--- config.mk ---
export PLATFORM = sky130hd
export DESIGN_NAME = vr_reg_slice
export DESIGN_NICKNAME = d
export VERILOG_FILES = /design/src/rtl/vr_reg_slice.sv
export SDC_FILE = /design/constraint.sdc
export NUM_CORES = 1
export LEC_CHECK = 0
export CORE_UTILIZATION = 30
export CTS_CLUSTER_SIZE = 8
export DETAILED_ROUTE_END_ITERATION = 8
export GPL_TIMING_DRIVEN = 0
export PLACE_DENSITY = 0.55
export SYNTH_ARGS = -nofsm -noshare
export SYNTH_HDL_FRONTEND = slang
export SYNTH_SLANG_ARGS = --single-unit
export TNS_END_PERCENT = 30
--- constraint.sdc ---
create_clock -name clk -period 1.7 [get_ports clk]
set_input_delay 0.17 -clock clk [delete_from_list [all_inputs] [get_ports clk]]
set_output_delay 0.17 -clock clk [all_outputs]
set_load 0.05 [all_outputs]
--- src/rtl/vr_reg_slice.sv ---
// Valid/ready register slice: MODE 0 forward, 1 backward (skid), 2 fully registered.
// Optional synchronous flush input when VR_REG_SLICE_FLUSH_EN is defined.
module vr_reg_slice #(
    parameter int unsigned WIDTH = 8,
    parameter int unsigned MODE  = 2
) (
    input  logic             clk,
    input  logic             rst,
    input  logic             m_valid,
    input  logic [WIDTH-1:0] m_data,
    output logic             m_ready,
    output logic             s_valid,
    output logic [WIDTH-1:0] s_data,
    input  logic             s_ready,
`ifdef VR_REG_SLICE_FLUSH_EN
    input  logic             flush,
`endif
    output logic [1:0]       level
);

    logic flush_c;
    logic block_c;

`ifdef VR_REG_SLICE_FLUSH_EN
    assign flush_c = flush;
`else
    assign flush_c = 1'b0;
`endif

    // Reset and flush both refuse new master beats in the same cycle.
    assign block_c = rst | flush_c;

    if (MODE == 0) begin : g_fwd
        logic             valid_q, valid_d;
        logic [WIDTH-1:0] data_q, data_d;
        logic             accept_c;

        assign m_ready  = ~block_c & (~valid_q | s_ready);
        assign accept_c = m_valid & m_ready;

        always_comb begin
            valid_d = valid_q;
            data_d  = data_q;
            if (accept_c) begin
                valid_d = 1'b1;
                data_d  = m_data;
            end else if (valid_q && s_ready) begin
                valid_d = 1'b0;
            end
            if (flush_c) valid_d = 1'b0;
        end

        always_ff @(posedge clk) begin
            if (rst) begin
                valid_q <= 1'b0;
                data_q  <= '0;
            end else begin
                valid_q <= valid_d;
                data_q  <= data_d;
            end
        end

        assign s_valid = valid_q;
        assign s_data  = data_q;
        assign level   = {1'b0, valid_q};
    end else if (MODE == 1) begin : g_bwd
        logic             skid_valid_q, skid_valid_d;
        logic [WIDTH-1:0] skid_data_q, skid_data_d;
        logic             ready_q, ready_d;
        logic             accept_c;

        assign m_ready  = ready_q & ~block_c;
        assign accept_c = m_valid & m_ready;

        // Master passes straight through unless a beat is parked in the skid.
        assign s_valid = ~block_c & (skid_valid_q | m_valid);
        assign s_data  = rst ? '0 : (skid_valid_q ? skid_data_q : m_data);

        always_comb begin
            skid_valid_d = skid_valid_q;
            skid_data_d  = skid_data_q;
            if (s_ready) begin
                skid_valid_d = 1'b0;
            end else if (accept_c && !skid_valid_q) begin
                skid_valid_d = 1'b1;
                skid_data_d  = m_data;
            end
            if (flush_c) skid_valid_d = 1'b0;
            ready_d = ~skid_valid_d;
        end

        always_ff @(posedge clk) begin
            if (rst) begin
                skid_valid_q <= 1'b0;
                skid_data_q  <= '0;
                ready_q      <= 1'b1;
            end else begin
                skid_valid_q <= skid_valid_d;
                skid_data_q  <= skid_data_d;
                ready_q      <= ready_d;
            end
        end

        assign level = {1'b0, skid_valid_q};
    end else begin : g_full
        typedef enum logic [1:0] {ST_EMPTY, ST_BUSY, ST_FULL} state_e;

        state_e           state_q, state_d;
        logic [WIDTH-1:0] main_q, main_d;
        logic [WIDTH-1:0] skid_q, skid_d;
        logic             ready_q, ready_d;
        logic             valid_q, valid_d;
        logic [1:0]       level_q, level_d;
        logic             accept_c;
        logic             take_c;

        assign m_ready  = ready_q & ~block_c;
        assign accept_c = m_valid & m_ready;
        assign take_c   = valid_q & s_ready;

        always_comb begin
            state_d = state_q;
            main_d  = main_q;
            skid_d  = skid_q;
            unique case (state_q)
                ST_EMPTY: begin
                    if (accept_c) begin
                        state_d = ST_BUSY;
                        main_d  = m_data;
                    end
                end
                ST_BUSY: begin
                    if (accept_c && take_c) begin
                        main_d = m_data;
                    end else if (take_c) begin
                        state_d = ST_EMPTY;
                    end else if (accept_c) begin
                        state_d = ST_FULL;
                        skid_d  = m_data;
                    end
                end
                ST_FULL: begin
                    if (take_c) begin
                        state_d = ST_BUSY;
                        main_d  = skid_q;
                    end
                end
                default: state_d = ST_EMPTY;
            endcase
            if (flush_c) state_d = ST_EMPTY;

            // Outputs are decoded from the next state so they leave flops directly.
            ready_d = (state_d != ST_FULL);
            valid_d = (state_d != ST_EMPTY);
            level_d = (state_d == ST_FULL) ? 2'd2 : ((state_d == ST_BUSY) ? 2'd1 : 2'd0);
        end

        always_ff @(posedge clk) begin
            if (rst) begin
                state_q <= ST_EMPTY;
                main_q  <= '0;
                skid_q  <= '0;
                ready_q <= 1'b1;
                valid_q <= 1'b0;
                level_q <= 2'd0;
            end else begin
                state_q <= state_d;
                main_q  <= main_d;
                skid_q  <= skid_d;
                ready_q <= ready_d;
                valid_q <= valid_d;
                level_q <= level_d;
            end
        end

        assign s_valid = valid_q;
        assign s_data  = main_q;
        assign level   = level_q;
    end

endmodule
Word-level counts from Yosys, hierarchy flattened
Index checks and enable logic that the tools add are counted.
{"block": "classes", "eq_ne": 8, "muxes": 12, "n_bitwise": 6, "reduce_logical": 7}
{"operator": "two-way mux 8 bit", "count": 3}
{"operator": "one-hot mux 8 bit (3 select lines)", "count": 1}
{"operator": "two-way mux 2 bit", "count": 6}
{"operator": "inequality test 2 bit, second input constant", "count": 4}
{"operator": "AND reduction 4 bit", "count": 2}
{"operator": "one-hot mux 2 bit (3 select lines)", "count": 1}
{"operator": "== test 2 x 1 -> 1 bit, second input constant", "count": 2}
{"operator": "== test 2 bit, second input constant", "count": 2}
{"operator": "AND 1 bit", "count": 3}
{"operator": "NOT 1 bit", "count": 3}
{"operator": "nonzero test 3 bit", "count": 1}
{"operator": "zero test 2 bit", "count": 1}
{"operator": "nonzero test 2 bit", "count": 1}
{"operator": "OR reduction 2 bit", "count": 1}
{"operator": "logical AND 1 bit", "count": 1}
{"operator": "two-way mux 1 bit", "count": 1}
{"block": "word_totals", "ff_bits": 22, "inputBits": 12, "out_inout_bits": 12}

Logic depth before layout (Yosys ltp)
{"block": "logic_depth", "depth_word": 10, "ltp_mapped": 5}

Worst setup path after synthesis
No wires, ideal clock.
{"block": "synth_timing", "path_kind": "flip-flop to flip-flop", "start": "register g_full.valid_q (netlist: s_valid)", "end": "register g_full.skid_q[0]", "setup_time_ns": 0.128, "arrival_ns": 1.436, "path_slack_ns": 0.136, "stages_incl_launch_ff": 5, "path_buffers": 0, "period_less_slack_ns": 1.564, "cell_sequence": "dfxtp_1 > a21bo_4 > nor3_4 > mux2i_1 > nor2_1"}
{"block": "synth_between", "elab_chain_len": 4}
{"item": "start, declared", "line": "112", "text": "logic valid_q, valid_d;"}
{"item": "start signal, assigned", "line": "171", "text": "valid_q <= valid_d;"}
{"item": "AND 1 bit (*)", "line": "119", "text": "assign take_c = valid_q & s_ready;"}
{"item": "logical AND 1 bit", "line": "133", "text": "if (accept_c && take_c) begin"}
{"item": "NOT 1 bit (no line)"}
{"item": "AND reduction 4 bit (no line) (*)"}
{"item": "end signal, assigned", "line": "169", "text": "skid_q <= skid_d;"}
{"item": "end, declared", "line": "110", "text": "logic [WIDTH-1:0] skid_q, skid_d;"}
Mark *: on every way between the ends. The rest lies on a longest branch, timed or not.
A chain may end at the register's enable or synchronous reset.

Worst setup path after layout
{"block": "layout_timing", "start": "register g_full.main_q[1] (netlist: s_data[1])", "end": "output s_data[1]"}
{"item": "start, declared", "line": "109", "text": "logic [WIDTH-1:0] main_q, main_d;"}
{"item": "start signal, assigned", "line": "168", "text": "main_q <= main_d;"}
{"item": "end, declared", "line": "13", "text": "output logic [WIDTH-1:0] s_data,"}
No word-level cell between the ends.

==> metrics.log <==
INFO  metric outcome = finished with violations
INFO  metric failed_checks = design-rule violations
INFO  metric p_int = 0.000806 W
INFO  metric vias = a little under 700
INFO  metric layout.core_utilization = between 40% and 50%
INFO  metric fin_nets = ~130
INFO  metric global_route.overflow_total = 0
INFO  metric grt_pass1_wl = between 2000 and 3000 µm
INFO  metric clkLatencyLatePin = ~0.30 ns
INFO  metric tritoncts = built
INFO  metric reg2reg_to = g_full.skid_q[7]
INFO  metric clk_pin_slew_worst_paths = ~0.12 ns
INFO  metric clk_pwr_share = between 20% and 30%
INFO  metric rsz0062_at_grt = false
INFO  metric stdcell_area = ~1200 µm²
INFO  metric final_layout_size_suffix_gt1_share = 13.3%
INFO  metric drc_errors = 2
INFO  metric overall_routing_resource_usage = around an eighth
INFO  metric ir_drop = ~370 µV
INFO  metric tritoncts_buffers = 3
INFO  metric placement_rows = 19
INFO  metric skew = 0.00216 ns
INFO  metric hold_path.class = input port to flop
INFO  metric fin_setup_tns = 0 ns
INFO  metric combinationalPowerShare = between 20% and 30%
INFO  metric ctsRootBufferMaster = clkbuf_4
INFO  metric htreeDepth = 1
INFO  metric timing.hold.worst.start = m_data[2]
INFO  metric grt_max_degree = 13
INFO  metric crit_arrival = approximately 1.5 ns
INFO  metric async_reset_ff_share = 0%
INFO  metric cpPeakStageDelay = 0.81 ns
INFO  metric crit_path_max_fanout = 2
INFO  metric multi_input_area = between 400 and 500 µm²
INFO  metric final_weighted_congestion_of_routability_driven_global_placement = roughly 0.7
INFO  metric synth-seq-cells = 22
INFO  metric worst_ep_required_time = 1.53 ns
INFO  metric critical-path-slowest-cell = clkdlybuf4s50_1
INFO  metric critical_path.startpoint_type = flop
INFO  metric critical_path.n_buffers_inverters = 1
INFO  metric top_achievable_clock_speed = ~610 MHz
INFO  metric syn_area_per_cell = between 10 and 15 µm²
INFO  metric rrSetupSlack = between 0.15 and 0.2 ns
INFO  metric relative_max_transition_margin = 64.8%
INFO  metric n_antenna_cell = 0
INFO  metric post_synth_inst_count = between 80 and 90
INFO  metric crit_family = buffers and inverters
INFO  metric synth.net_count = slightly below 100
INFO  metric antenna_found_initial = 0
INFO  metric endpoint_kind = primary output
INFO  metric setup-violations-final = 0
INFO  metric final.period_utilization = between 90% and 100%
INFO  metric switching_share = 30.0%
INFO  metric worst-setup-path-type = flop to primary output
INFO  metric post-cts-setup-buffer-count = 0
INFO  metric finalHoldViolCount = 0
INFO  metric maxSlewViolCount = 0
INFO  metric num-fill-cells = just over 300
INFO  metric synth_cell_types = 23
INFO  metric switchingPower = ~0.00035 W
INFO  metric p_total = 0.00115 W
INFO  metric tritoncts_num_sinks = 22
INFO  metric crit_path_cell_trace = clkdlybuf4s50_1
INFO  metric die_height = between 50 and 60 µm
INFO  metric final.min_clock_period = between 1.5 and 2 ns
INFO  metric worst_r2r_src = g_full.state_q[0]
INFO  metric cts.path.max_buffers = 2
INFO  metric synthDominantCellAreaShare = a little under half
INFO  metric wirelength = roughly 1800 µm
INFO  metric synthDominantAreaCellType = dfxtp_1
INFO  metric port-buffer-count = 23
INFO  metric core_area = about 2900 µm²
INFO  metric worst_setup_path_endpoint = s_data[1]
INFO  metric layout.area.seq = roughly 440 µm²
INFO  metric crit_start = s_data[1]
INFO  metric die-width = between 50 and 60 µm
INFO  metric critical_path_cell_count = 1
INFO  metric fp.dieArea = 3320 µm²
INFO  metric worst-r2r-cell-count = 4
INFO  metric floorplan.io_pins = 24
INFO  metric tightestPinTransition = between 0.5 and 0.6 ns
INFO  metric sequentialPowerShare = about half
INFO  metric drt_iter0_drc = 33
INFO  metric yosysWarnings = 0
INFO  metric dpl_cell_area = 1200 µm²
INFO  metric post_drt_wl_per_cell = around 12 µm
INFO  metric avgViaCountPerCell = around 4.7
INFO  metric number_of_global_route_vias_before_repair = roughly 670
INFO  metric cap_violations = 0
INFO  metric seq_area_frac_synth = 47.5%
INFO  metric yosys_most_used_dff = dfxtp_1
INFO  metric power.density = 932 nW/µm²
INFO  metric area_growth = 33.2%
INFO  metric detail-route-antenna-nets = 0
INFO  metric synth_area_leaders = dfxtp_1 48%, mux2i_1 18%, nor2_1 7.3%
INFO  metric leakage = around 0.50 nW
INFO  metric post_synthesis_cell_area = 927 µm²
INFO  metric hpwl = between 1000 and 1500 µm
INFO  metric synth-edff-count = 0
INFO  metric dr.pass1.iters = 5
INFO  metric effective_utilization_at_floorplan = about 32%
[tightest hold or removal path, cell delays in order]
cell and delay, ns:
clkdlybuf4s50_1 0.42, mux2i_1 0.13, nor2_1 0.05
[layer usage]
layer	GRT usage, %	wire, µm	share of wire [%]
met1	14.4	830	46
met2	19.1	858	48
met3	2.27	87	4.9
met4	6.27	11	0.62
met5	0	0	0
[cell usage in the layout, fill, tap and decap left out, types with 2 or more instances in the layout]
cell and count:
a21oi_1 3, dfxtp_1 22, mux2i_1 17, inv_1 2
nor2_1 18, a211oi_1 6, buf_2 2, a211oi_2 2
clkbuf_4 3, clkdlybuf4s50_1 20
[power by group through the flow]
stage | combinational [W] | sequential [W] | clock (W)
after floorplan | 0.000122 | 0.000664 | 0
after global placement | 0.000300 | 0.000584 | 0
after detailed placement | 0.000303 | 0.000585 | 0
after CTS | 0.000301 | 0.000573 | 0.000296
after global routing | 0.000316 | 0.000578 | 0.000319
final | 0.000297 | 0.000573 | 0.000281
[final cells by class]
class / instances / share of cell area, %
multi-input combinational: 58 / 36.9
timing repair buffer: 23 / 18.7
buffer: 4 / 2.03
inverter: 2 / 0.608
sequential: 22 / 35.7
tap: 31 / 3.14
clock buffer: 4 / 2.94
[per-stage QoR]
stage	std cells	worst slack [ns]	hold WS, ns
2_1_floorplan	86	0.136	0.317
3_3_place_gp	140	-0.436	0.473
3_5_place_dp	140	-0.429	0.484
4_1_cts	144	0.0217	0.492
5_1_grt	144	0.00738	0.505
6_report	144	0.0574	0.504
[cell families after synthesis]
| logic type | synth area share [%] |
|---|---|
| DFF | 47.5 |
| buffers and inverters | 3.37 |
| muxes | 18.4 |
| and+or+nand+nor | 14.7 |
| AOI/OAI and AO/OA | 16.1 |
[synthesized netlist by cell type, types with 2 or more instances]
library cell / instances
a21oi_1: 3
a211oi_1: 6
nor2_1: 18
dfxtp_1: 22
inv_1: 2
a211oi_2: 2
mux2i_1: 17
[what timing repair did]
item	4_1_cts	5_1_grt
pin swaps	0	0
endpoints found under the setup margin	2	2
resized for setup	3	2
hold buffers	0	0
[sequential cells by signal, summed over array words and instances, names as in the netlist]
signal,count
g_full.skid_q,8
g_full.ready_q,1
g_full.state_q,2
s_data,8
level,2
s_valid,1
[worst min-delay path by stage]
stage                            end  slack, ns  cells after the start
CTS                 g_full.skid_q[2]       0.49                      3
floorplan           g_full.skid_q[0]       0.32                      2
global route        g_full.skid_q[6]       0.50                      3
finish              g_full.skid_q[2]       0.50                      3
detailed placement  g_full.skid_q[5]       0.48                      2
global placement    g_full.skid_q[1]       0.47                      2
Power figures use the tool's default switching activity.
==> edit (config.mk and constraints unchanged) <==
`WIDTH`: 8 -> 10.
--- a/src/rtl/vr_reg_slice.sv
+++ b/src/rtl/vr_reg_slice.sv
@@ -1,7 +1,7 @@
 // Valid/ready register slice: MODE 0 forward, 1 backward (skid), 2 fully registered.
 // Optional synchronous flush input when VR_REG_SLICE_FLUSH_EN is defined.
 module vr_reg_slice #(
-    parameter int unsigned WIDTH = 8,
+    parameter int unsigned WIDTH = 10,
     parameter int unsigned MODE  = 2
 ) (
     input  logic             clk,
Interface: changed (resized m_data and s_data); port bits go from 24 to 28. The function was not compared with the original's and may differ.
==> edit against the unedited design <==
Cell area rose by 21%. Largest power group unchanged. Sequential cell count rose by 4. Routed wire length is 32% higher. Worst setup slack improved by 0.036 ns. Clock skew grew 0.0060 ns. Power up 26%. Area after synthesis up 21%.
==> edit: results (changes against the unedited design) <==
{
  "crit_arrival": {"value": 1.44, "unit": "ns", "change": "was 1.47 ns"},
  "synth_compound_area_share": {"value": 17.56, "unit": "%", "change": "was 16.06%"},
  "worst_hold_path.num_cells": {"value": 2, "change": "was 3"},
  "grt_pass1_vias": {"value": 874, "change": "was 673"},
  "synth_commonest_cells": {"value": "sky130_fd_sc_hd__dfxtp_1, sky130_fd_sc_hd__nor2_1, sky130_fd_sc_hd__mux2i_1", "change": "unchanged"},
  "pre_cts_ws": {"value": 0.07887, "unit": "ns", "change": "was -0.4286 ns"},
  "cts_max_level": {"value": 1, "change": "unchanged"},
  "global_route.usage.total": {"value": 12.64, "unit": "%", "change": "was 11.65%"},
  "sequential_share_of_the_synthesized_area": {"value": 46.22, "unit": "%", "change": "was 47.50%"},
  "nNetsFinal": {"value": 153, "change": "was 126"},
  "relSlewSlack": {"value": 52.72, "unit": "%", "change": "was 64.77%"},
  "routed_wire_length_per_instance": {"value": 12.82, "unit": "um", "change": "was 12.41 um"},
  "status": {"value": "finished clean", "change": "was finished, violations left"},
  "worst-r2r-cell-count": {"value": 5, "change": "was 4"},
  "final_layout_size_suffix_gt1_share": {"value": 16.67, "unit": "%", "change": "was 13.27%"},
  "mux_contribution_to_synthesized_area": {"value": 17.78, "unit": "%", "change": "was 18.35%"},
  "worst_skew_pair.late_latency": {"value": 0.27, "unit": "ns", "change": "was 0.30 ns"},
  "port_buffers": {"value": 26, "change": "was 23"},
  "synth.top_cells.by_area": {"value": "sky130_fd_sc_hd__dfxtp_1, sky130_fd_sc_hd__mux2i_1, sky130_fd_sc_hd__a211oi_2, sky130_fd_sc_hd__nor2_1, sky130_fd_sc_hd__buf_4", "change": "was sky130_fd_sc_hd__dfxtp_1, sky130_fd_sc_hd__mux2i_1, sky130_fd_sc_hd__nor2_1, sky130_fd_sc_hd__a211oi_1, sky130_fd_sc_hd__nand4bb_4"},
  "leakagePower": {"value": 0.6877, "unit": "nW", "change": "was 0.5045 nW"},
  "peakVddDrop": {"value": 317.3, "unit": "uV", "change": "was 372.6 uV"},
  "cts_max_path_buffers": {"value": 2, "change": "unchanged"},
  "yosysUniqueCellTypes": {"value": 21, "change": "was 23"},
  "place.gp.congestion": {"value": 0.7519, "change": "was 0.7016"},
  "dp_hpwl": {"value": 1682, "unit": "um", "change": "was 1344 um"},
  "dr.pass1.iters": {"value": 4, "change": "was 5"},
  "clk_root_buffer_cell": {"value": "sky130_fd_sc_hd__clkbuf_8", "change": "was sky130_fd_sc_hd__clkbuf_4"},
  "synthesis.nets": {"value": 122, "change": "was 98"},
  "clk_pin_slew": {"value": 0.09, "unit": "ns", "change": "was 0.12 ns"},
  "fin_skew": {"value": 0.008165, "unit": "ns", "change": "was 0.002165 ns"},
  "via_per_inst": {"value": 4.788, "change": "was 4.729"},
  "detail_route.iter0.violations": {"value": 37, "change": "was 33"}
}
[edit: changes by cell type after synthesis, moves of 2 or more]
| cell | delta |
|---|---|
| sky130_fd_sc_hd__a211oi_1 | -6 |
| sky130_fd_sc_hd__a211oi_2 | +8 |
| sky130_fd_sc_hd__a21oi_1 | -2 |
| sky130_fd_sc_hd__a221oi_1 | +2 |
| sky130_fd_sc_hd__a22o_1 | +2 |
| sky130_fd_sc_hd__buf_4 | +4 |
| sky130_fd_sc_hd__dfxtp_1 | +4 |
| sky130_fd_sc_hd__mux2i_1 | +3 |
| sky130_fd_sc_hd__nand2_1 | +3 |
| sky130_fd_sc_hd__nand3_1 | +3 |
| sky130_fd_sc_hd__nor2_1 | +4 |
[edit: path summary, 6_finish.rpt]
kind | from | endpoint | slack [ns]
setup / recovery | s_data[9] | s_data[9] | 0.09
hold / removal | rst | s_data[9] | 0.09
setup reg to reg | g_full.state_q[0] | s_data[7] | 0.22
hold reg to reg | g_full.skid_q[1] | g_full.skid_q[1] | 0.50
[edit: cell families (layout without fill, tap and decap cells)]
logic type,count (synthesis),count (layout)
AO/OA/AOI/OAI,19,19
buffers and inverters,9,39
flip-flops,26,26
multiplexers,20,20
AND/OR/NAND/NOR,34,34
[edit: through the flow]
| step | cell area (sq um) | cells |
|---|---|---|
| 2_1_floorplan | 1126 | 108 |
| 4_1_cts | 1498 | 184 |
| 3_5_place_dp | 1444 | 180 |
| 5_1_grt | 1500 | 184 |
| 6_report | 1500 | 184 |
| 3_3_place_gp | 1444 | 180 |
[edit: cell type report]
class	instances	area, sq um
Fill cell	366	1968
Tap cell	46	57.56
Inverter	1	3.754
Multi-Input combinational cell	73	548.0
Sequential cell	26	520.5
Clock buffer	4	55.05
Buffer	8	53.80
Timing Repair Buffer	26	261.5
[edit: where the power goes]
part | leakage, nW | total [mW] | switching [mW] | internal (mW)
Sequential | 0.212 | 0.681 | 0.0294 | 0.652
Clock | 0.0288 | 0.390 | 0.184 | 0.207
Combinational | 0.446 | 0.380 | 0.228 | 0.152
Total | 0.688 | 1.45 | 0.441 | 1.01
[edit: metal layers]
layer | wire, um | part of all wire (%) | track usage [%] | vias up
met1 | 1076 | 46 | 15.66 | 422
li1 | - | - | - | 437
met3 | 79 | 3.4 | 1.812 | 2
met2 | 1191 | 51 | 22.18 | 20
met5 | 0 | 0 | 0 | -
met4 | 12 | 0.51 | 4.261 | 0
[edit: what timing repair did]
action | CTS | global route
gates cloned | 0 | 0
hold endpoints to repair | 0 | 0
gates resized for setup | 1 | 1
endpoints found under the setup margin | 1 | 1
